$ cat src/rtl/reg_file_sb_pkg.sv
// reg_file_pkg
//   Shared constants for the register file with busy scoreboard:
//   default geometry, the hardwired-zero register index and the
//   address-width helper.
package reg_file_pkg;

  localparam int DEF_WIDTH    = 32;
  localparam int DEF_NUM_REGS = 16;
  localparam int REG_ZERO     = 0;

  // Address width for n registers; never narrower than one bit.
  function automatic int addr_w(input int n);
    return (n <= 2) ? 1 : $clog2(n);
  endfunction

endpackage

$ cat src/rtl/reg_file_sb_reg_cell.sv
// reg_cell
//   One storage word with asynchronous clear and synchronous load enable.
//   Ports:
//     clk  rising-edge clock
//     clr  asynchronous active-high clear
//     en   load d on the next rising edge
//     d    data in
//     q    stored word
module reg_cell #(
  parameter int WIDTH = 32
) (
  input  logic             clk,
  input  logic             clr,
  input  logic             en,
  input  logic [WIDTH-1:0] d,
  output logic [WIDTH-1:0] q
);

  always_ff @(posedge clk or posedge clr) begin
    if (clr) begin
      q <= '0;
    end else if (en) begin
      q <= d;
    end
  end

endmodule

$ cat src/rtl/reg_file_sb.sv
// reg_file_sb
//   General-purpose register file with two combinational read ports, one
//   synchronous write port, optional write-to-read forwarding, optional
//   hardwired-zero R0 and a per-register busy scoreboard (set on issue,
//   cleared on writeback) used by control to stall on RAW hazards.
//   Ports:
//     clk, clr               clock, asynchronous active-high reset
//     we, waddr, wdata       writeback port
//     raddr_a/b, rdata_a/b   operand read ports (combinational)
//     issue, issue_addr      destination being issued (marks busy)
//     busy_a/b               registered busy bit of raddr_a/b
//     busy_vec               all busy bits, bit i = register i
module reg_file_sb
  import reg_file_pkg::*;
#(
  parameter int WIDTH    = DEF_WIDTH,
  parameter int NUM_REGS = DEF_NUM_REGS,
  parameter int ADDR_W   = addr_w(NUM_REGS),
  parameter int ZERO_R0  = 1,
  parameter int BYPASS   = 1
) (
  input  logic                clk,
  input  logic                clr,
  input  logic                we,
  input  logic [ADDR_W-1:0]   waddr,
  input  logic [WIDTH-1:0]    wdata,
  input  logic [ADDR_W-1:0]   raddr_a,
  input  logic [ADDR_W-1:0]   raddr_b,
  output logic [WIDTH-1:0]    rdata_a,
  output logic [WIDTH-1:0]    rdata_b,
  input  logic                issue,
  input  logic [ADDR_W-1:0]   issue_addr,
  output logic                busy_a,
  output logic                busy_b,
  output logic [NUM_REGS-1:0] busy_vec
);

  logic [WIDTH-1:0]    regs [NUM_REGS];
  logic [NUM_REGS-1:0] busy;
  logic [NUM_REGS-1:0] busy_nxt;
  logic                w_fwd_ok;

  genvar i;
  generate
    for (i = 0; i < NUM_REGS; i++) begin : g_reg
      if (ZERO_R0 != 0 && i == REG_ZERO) begin : g_zero
        assign regs[i] = '0;
      end else begin : g_cell
        reg_cell #(.WIDTH(WIDTH)) u_cell (
          .clk (clk),
          .clr (clr),
          .en  (we && (waddr == ADDR_W'(i))),
          .d   (wdata),
          .q   (regs[i])
        );
      end
    end
  endgenerate

  // A write to the hardwired-zero register is dropped, so it must not
  // be forwarded either.
  assign w_fwd_ok = (BYPASS != 0) && we &&
                    !(ZERO_R0 != 0 && waddr == ADDR_W'(REG_ZERO));

  // Gating with clr keeps forwarded write data off the read ports while
  // the file is held in reset.
  always_comb begin
    rdata_a = regs[raddr_a];
    rdata_b = regs[raddr_b];
    if (w_fwd_ok && waddr == raddr_a) rdata_a = wdata;
    if (w_fwd_ok && waddr == raddr_b) rdata_b = wdata;
    if (clr) begin
      rdata_a = '0;
      rdata_b = '0;
    end
  end

  // Issue is applied after writeback so a same-register collision leaves
  // the bit set: the newer producer is still outstanding.
  always_comb begin
    busy_nxt = busy;
    if (we)    busy_nxt[waddr]      = 1'b0;
    if (issue) busy_nxt[issue_addr] = 1'b1;
    if (ZERO_R0 != 0) busy_nxt[REG_ZERO] = 1'b0;
  end

  always_ff @(posedge clk or posedge clr) begin
    if (clr) begin
      busy <= '0;
    end else begin
      busy <= busy_nxt;
    end
  end

  assign busy_a   = busy[raddr_a];
  assign busy_b   = busy[raddr_b];
  assign busy_vec = busy;

endmodule

$ cat config.mk
export PLATFORM = sky130hd
export DESIGN_NAME = reg_file_sb
export DESIGN_NICKNAME = d
export VERILOG_FILES = /design/src/rtl/reg_file_sb_pkg.sv /design/src/rtl/reg_file_sb_reg_cell.sv /design/src/rtl/reg_file_sb.sv
export SDC_FILE = /design/constraint.sdc
export NUM_CORES = 1
export LEC_CHECK = 0
export BUFFER_PORTS_ARGS = -buffer_cell sky130_fd_sc_hd__buf_2
export CORE_ASPECT_RATIO = 0.9
export CORE_MARGIN = 2
export CORE_UTILIZATION = 62
export DETAILED_ROUTE_END_ITERATION = 10
export PLACE_DENSITY = 0.9
export SETUP_SLACK_MARGIN = 0.2
export SKIP_LAST_GASP = 1
export SLEW_MARGIN = 0
export SYNTH_ARGS = -nofsm -noshare
export SYNTH_HDL_FRONTEND = slang
export SYNTH_SLANG_ARGS = --single-unit
$ cat constraint.sdc
create_clock -name clk -period 21.8 [get_ports clk]
set_clock_uncertainty 0.2 [all_clocks]
set_input_delay 2.18 -clock clk [delete_from_list [all_inputs] [get_ports clk]]
set_output_delay 2.18 -clock clk [all_outputs]
set_load 0.1 [all_outputs]
## Word level (Yosys, flattened, before mapping)

Cells that the tools add are included.

- Reduce and logical (&&, ||, !) cells: 22
- Muxes and demuxes: 20
- Equality and inequality tests: 17
- Bitwise operators: 5
- Magnitude comparators: 8

Operator list:

| cell | count |
|---|---|
| 32-bit binary-select mux with 4-bit select | 2 |
| 32-bit 2-to-1 mux | 8 |
| 4-bit == test, second input constant | 8 |
| 16-bit 2-to-1 mux | 2 |
| 1-bit logical AND | 20 |
| 4-bit by 5-bit less-than comparator with 1-bit output, second input constant | 4 |
| 16-bit bitwise AND | 1 |
| 4-bit by 3-bit == test with 1-bit output, second input constant | 4 |
| 16-bit inverter | 1 |
| 16-bit OR | 1 |
| 5-bit >= comparator, second input constant | 2 |
| 4-bit inverter with 5-bit output | 2 |
| 1-bit binary-select mux with 4-bit select | 2 |
| 1-bit demux with 4-bit select | 2 |
| 4-bit by 2-bit == test with 1-bit output, second input constant | 2 |
| 4-bit == test | 2 |
| 4-bit by 1-bit >= comparator with 1-bit output, second input constant | 2 |
| 4-bit by 1-bit == test with 1-bit output, second input constant | 1 |
| 4-bit zero test | 1 |
| 1-bit 2-to-1 mux | 4 |
| 1-bit zero test | 1 |

- Output and inout port bits: 82
- Input bits: 52
- Word-level logic and storage cells: 88
- Register bits after elaboration: 495

## Logic depth before layout (Yosys ltp)

- Word-level depth: 9
- Depth in mapped cells: 9
- Depth with buffers taken out: 5

## By module

A second synthesis with hierarchy kept.

- Cells, all modules: 1999
- Area total of the unflattened synthesis: 29868.6 sq um

Modules (own cells, without submodules):

| module | area each (sq um) | instances | seq. area each (sq um) | cells an instance |
|---|---|---|---|---|
| reg_cell | 1348.8 | 15 | 800.8 | 69 |
| reg_file_sb | 9636.7 | 1 | 375.4 | 964 |

## Least setup slack after synthesis

Ideal clock, no wire load.

- Path kind: input to output
- Start point: in raddr_b[1]
- End point: out rdata_b[26]
- Arrival: 5.522 ns
- Data required time: 19.420 ns
- Setup slack: 13.898 ns
- Stages: 8
- Path buffers: 5
- Cells stage by stage: buf_4 > buf_12 > buf_12 > buf_6 > buf_2 > mux4_2 > o21ai_0 > a221oi_1

- Longest elaborated chain between the ends: 6
- Elaborated cells between the ends (all ways): 8
- Those cells by class: 1 x eq/ne; 5 x mux; 1 x bitwise; 1 x reduce/logical

RTL lines:

| element | line | source |
|---|---|---|
| start, declared | reg_file_sb.sv:28 | `input logic [ADDR_W-1:0] raddr_b,` |
| 4-bit inverter with 5-bit output (implied by the code) | reg_file_sb.sv:69 | `rdata_b = regs[raddr_b];` |
| 32-bit binary-select mux with 4-bit select | reg_file_sb.sv:69 |  |
| 32-bit 2-to-1 mux (implied by the code) (2 in a row) | reg_file_sb.sv:69 |  |
| 32-bit 2-to-1 mux * | reg_file_sb.sv:71 | `if (w_fwd_ok && waddr == raddr_b) rdata_b = wdata;` |
| 32-bit 2-to-1 mux * | reg_file_sb.sv:72 | `if (clr) begin` |
| end, declared | reg_file_sb.sv:30 | `output logic [WIDTH-1:0] rdata_b,` |

Mark *: on every way between the ends. The rest lies on a longest branch, timed or not. The select of a mux whose other input is x is not followed.

## Worst setup path after layout

- Start point: in raddr_b[0]
- End point: out rdata_b[14]

Same word-level chain as after synthesis.

==> metrics.md <==
| Metric | Value |
|---|---|
| Synth top area cells | `dfrtp_1, mux2_2, mux4_2` |
| Clock buffer depth | `3` |
| WL per Instance | `31.17 um` |
| Sequential fraction of the synthesis area | `45.32%` |
| Main flop type after synthesis | `dfrtp_1` |
| Sw Share | `33.27%` |
| Core ar. | `43240 um^2` |
| Synth Cell Area | `27330 um^2` |
| Fmax | `118.5 MHz` |
| Ratio of cells with drive above 1 in the final layout | `40.09%` |
| Hold_buf cts | `0` |
| Syn avg cell area | `12.79 um^2` |
| R2R cell count | `2` |
| Synth unique cells | `47` |
| Run status | `completed` |
| Least-Margin Pin Slew | `1416 ps` |
| GPL Wtd Cong | `0.8689` |
| Max-cap violations | `0` |
| Hold Path Class | `reg2reg` |
| Clock Sinks | `495` |
| CP cell instances | `buf_6 -> buf_4 -> and3b_1 -> a22oi_1 -> o211ai_1 -> or3_1 -> a21oi_1 -> buf_2` |
| Maximum VDD drop | `0.00007926 V` |
| Main combinational cell family by area after synthesis | `multiplexers` |
| Post-CTS setup buffers | `0` |
| Fin nets | `2195` |
| Crit path DAT | `6060 ps` |
| Total CTS buffers | `51` |
| Final-report hold violation count | `0` |
| PortBufs | `132` |
| DRT Pass-1 Iters | `9` |
| Startpoint types | `input port` |
| Initial Util | `63.20%` |
| Largest net degree at the start of global routing | `180` |
| Reg2reg setup slack | `20620 ps` |
| GRT overflow | `0` |
| WHS Endpoint | `g_reg[9].g_cell.u_cell.q[21]$_DFFE_PP0P_` |
| Most frequent cells after synthesis | `dfrtp_1, mux2_2, nand2_1` |
| DRT iter0 DRCs | `2998` |
| Largest delay contributor family on the critical path | `buffers and inverters` |
| Compound-gate portion of the synthesized area | `9.051%` |
| Worst r2r dst | `busy_vec[15]$_DFF_PP0_` |
| Gr usage total | `38.13%` |
| Post-synth EDFFs | `0` |
| Yosys top cell by area | `dfrtp_1` |
| # fillers | `2712` |
| Sequential power share | `43.4%` |
| Die Height | `203.2 um` |
| I/O pin total | `134` |
| Die Footprint | `45780 um^2` |
| Syn_nets | `2189` |
| Final Max Tran Viols | `0` |
| Worst path slowest cell | `and3b_1` |
| Count leader, synth | `dfrtp_1` |
| Synth warnings | `0` |
| Worst-Skew Late Latency | `600 ps` |
| DP HPWL | `47820 um` |
| Leakage power | `12.76 nW` |
| Final period utilization | `38.71%` |
| Hold path depth | `2` |
| H-tree depth | `2` |
| Initial antenna violation count | `9` |
| End-of-flow core utilization | `68.91%` |
| Clock-pin slew on the worst setup and hold paths | `70 ps` |
| Worst Hold Launch | `g_reg[9].g_cell.u_cell.q[21]$_DFFE_PP0P_` |
| RSZ-0062 raised after global routing | `false` |
| Drt drc | `0` |
| Int Power | `2.029 mW` |
| TritonCTS clock tree | `yes` |
| Clock power share | `30.3%` |
| Simple-gate share of the synthesized area | `5.118%` |
| Flop and latch count out of synthesis | `495` |
| Post-synth top area share | `45.32%` |
| Logic gate share of total power | `26.3%` |
| Setup TNS | `0 ps` |
| Post-synth ARST share | `100.0%` |
| Final ANT Viol Nets | `0` |
| Synth Area in Adders | `0%` |
| Vias after detailed routing | `20940` |
| Xor and xnor fraction of the mapped netlist area | `0.2564%` |
| Number of global-route vias before repair | `22020` |
| Die Wd | `225.3 um` |
| P_sw | `1.011 mW` |
| Critical Path Max Stage Delay | `1210 ps` |
| Minimum clock period | `8439 ps` |
| CP bufs+invs | `3` |
| First-pass GRT wire length | `131200 um` |
| # rows | `72` |
| Post-CTS Resized | `0` |
| Vias per cell | `7.618` |
| Mux contribution to synthesized area | `35.97%` |
| Relative slew slack | `5.622%` |
| WL final | `85700 um` |
| Crit Path Category | `in2out` |
| Worst r2r src | `busy_vec[15]$_DFF_PP0_` |
| CP max FO | `74` |
| Setup Viol. Count Final | `0` |
| Endpoint class of the critical path | `output pin` |
| Area Growth Syn to Fin | `9.033%` |
| Clk root buf | `clkbuf_16` |
| Pwr per Cell Area | `102.0 nW/um^2` |
| Synth Instances | `2137` |
| Worst EP required | `19420 ps` |
placed cells by master, fill, tap and decap left out, types with 39 or more instances in the layout:
cell type	instances
a221oi_1	68
buf_2	127
buf_4	39
clkbuf_16	53
dfrtp_1	495
mux2_2	455
mux2i_1	107
mux4_2	146
nand2_1	187
o21ai_0	121
per-layer routing:
layer | up-vias | track usage (%) | share of wire, %
met5 | - | 0.3226 | 0.050
met4 | 6 | 25.64 | 7.1
met3 | 536 | 13.38 | 14
met2 | 1759 | 56.89 | 45
met1 | 10540 | 47.13 | 34
li1 | 8103 | - | -
per-stage QoR:
| step | hold WS (ps) | power (mW) | setup slack, ps | area, um^2 | cells |
|---|---|---|---|---|---|
| floorplan | 262.3 | 1.896 | 5259 | 27330 | 2137 |
| global placement | 277.5 | 2.030 | 13640 | 28040 | 2645 |
| global route | 338.2 | 3.134 | 13280 | 29790 | 2744 |
| detailed placement | 293.1 | 2.088 | 13580 | 28040 | 2645 |
| CTS | 311.4 | 3.014 | 13590 | 29780 | 2740 |
| finish | 313.6 | 3.040 | 13360 | 29800 | 2749 |
registers in the layout, summed over array words and instances (netlist names):
signal / cells
g.g_cell.u_cell.q: 480
busy_vec: 15
kinds of logic after synthesis:
logic type | Yosys count
other | 1
buffers and inverters | 233
XOR/XNOR | 8
AO/OA/AOI/OAI | 346
multiplexers | 739
flip-flops | 495
AND/OR/NAND/NOR | 315
worst max-delay path by stage:
stage | start | cells past startpoint | slack, ps | end
after CTS | raddr_b[0] | 8 | 13590 | rdata_b[1]
after detailed placement | raddr_b[0] | 8 | 13580 | rdata_b[29]
after floorplan | clr | 3 | 5260 | busy_vec[10]$_DFF_PP0_
final | raddr_b[0] | 8 | 13360 | rdata_b[14]
after global placement | raddr_b[0] | 8 | 13640 | rdata_b[1]
after global routing | raddr_b[0] | 8 | 13280 | rdata_b[14]
worst reg2reg max path, delay by kind of cell (launching register included):
kind	cells	cell delay, ps
AO/OA/AOI/OAI	2	330
flip-flops	1	500
final cells by class:
cell class / count / area (um^2) / area share [%]
multi-input cells: 1409 / 13910 / 46.67
flip-flops and latches: 495 / 12390 / 41.57
clock buffers: 76 / 1503 / 5.043
repair buffers: 170 / 985.9 / 3.309
well taps: 555 / 694.4 / 2.330
clock inverters: 19 / 230.2 / 0.7726
inverters: 16 / 67.56 / 0.2267
diodes: 9 / 22.52 / 0.07558
power by group through the flow:
stage	clock, mW	sequential, mW	combinational (mW)
global placement	0	1.29	0.743
global route	0.956	1.34	0.840
floorplan	0	1.30	0.600
CTS	0.916	1.31	0.790
detailed placement	0	1.31	0.773
finish	0.920	1.32	0.800
No activity file was read; power rests on OpenSTA's default activity.
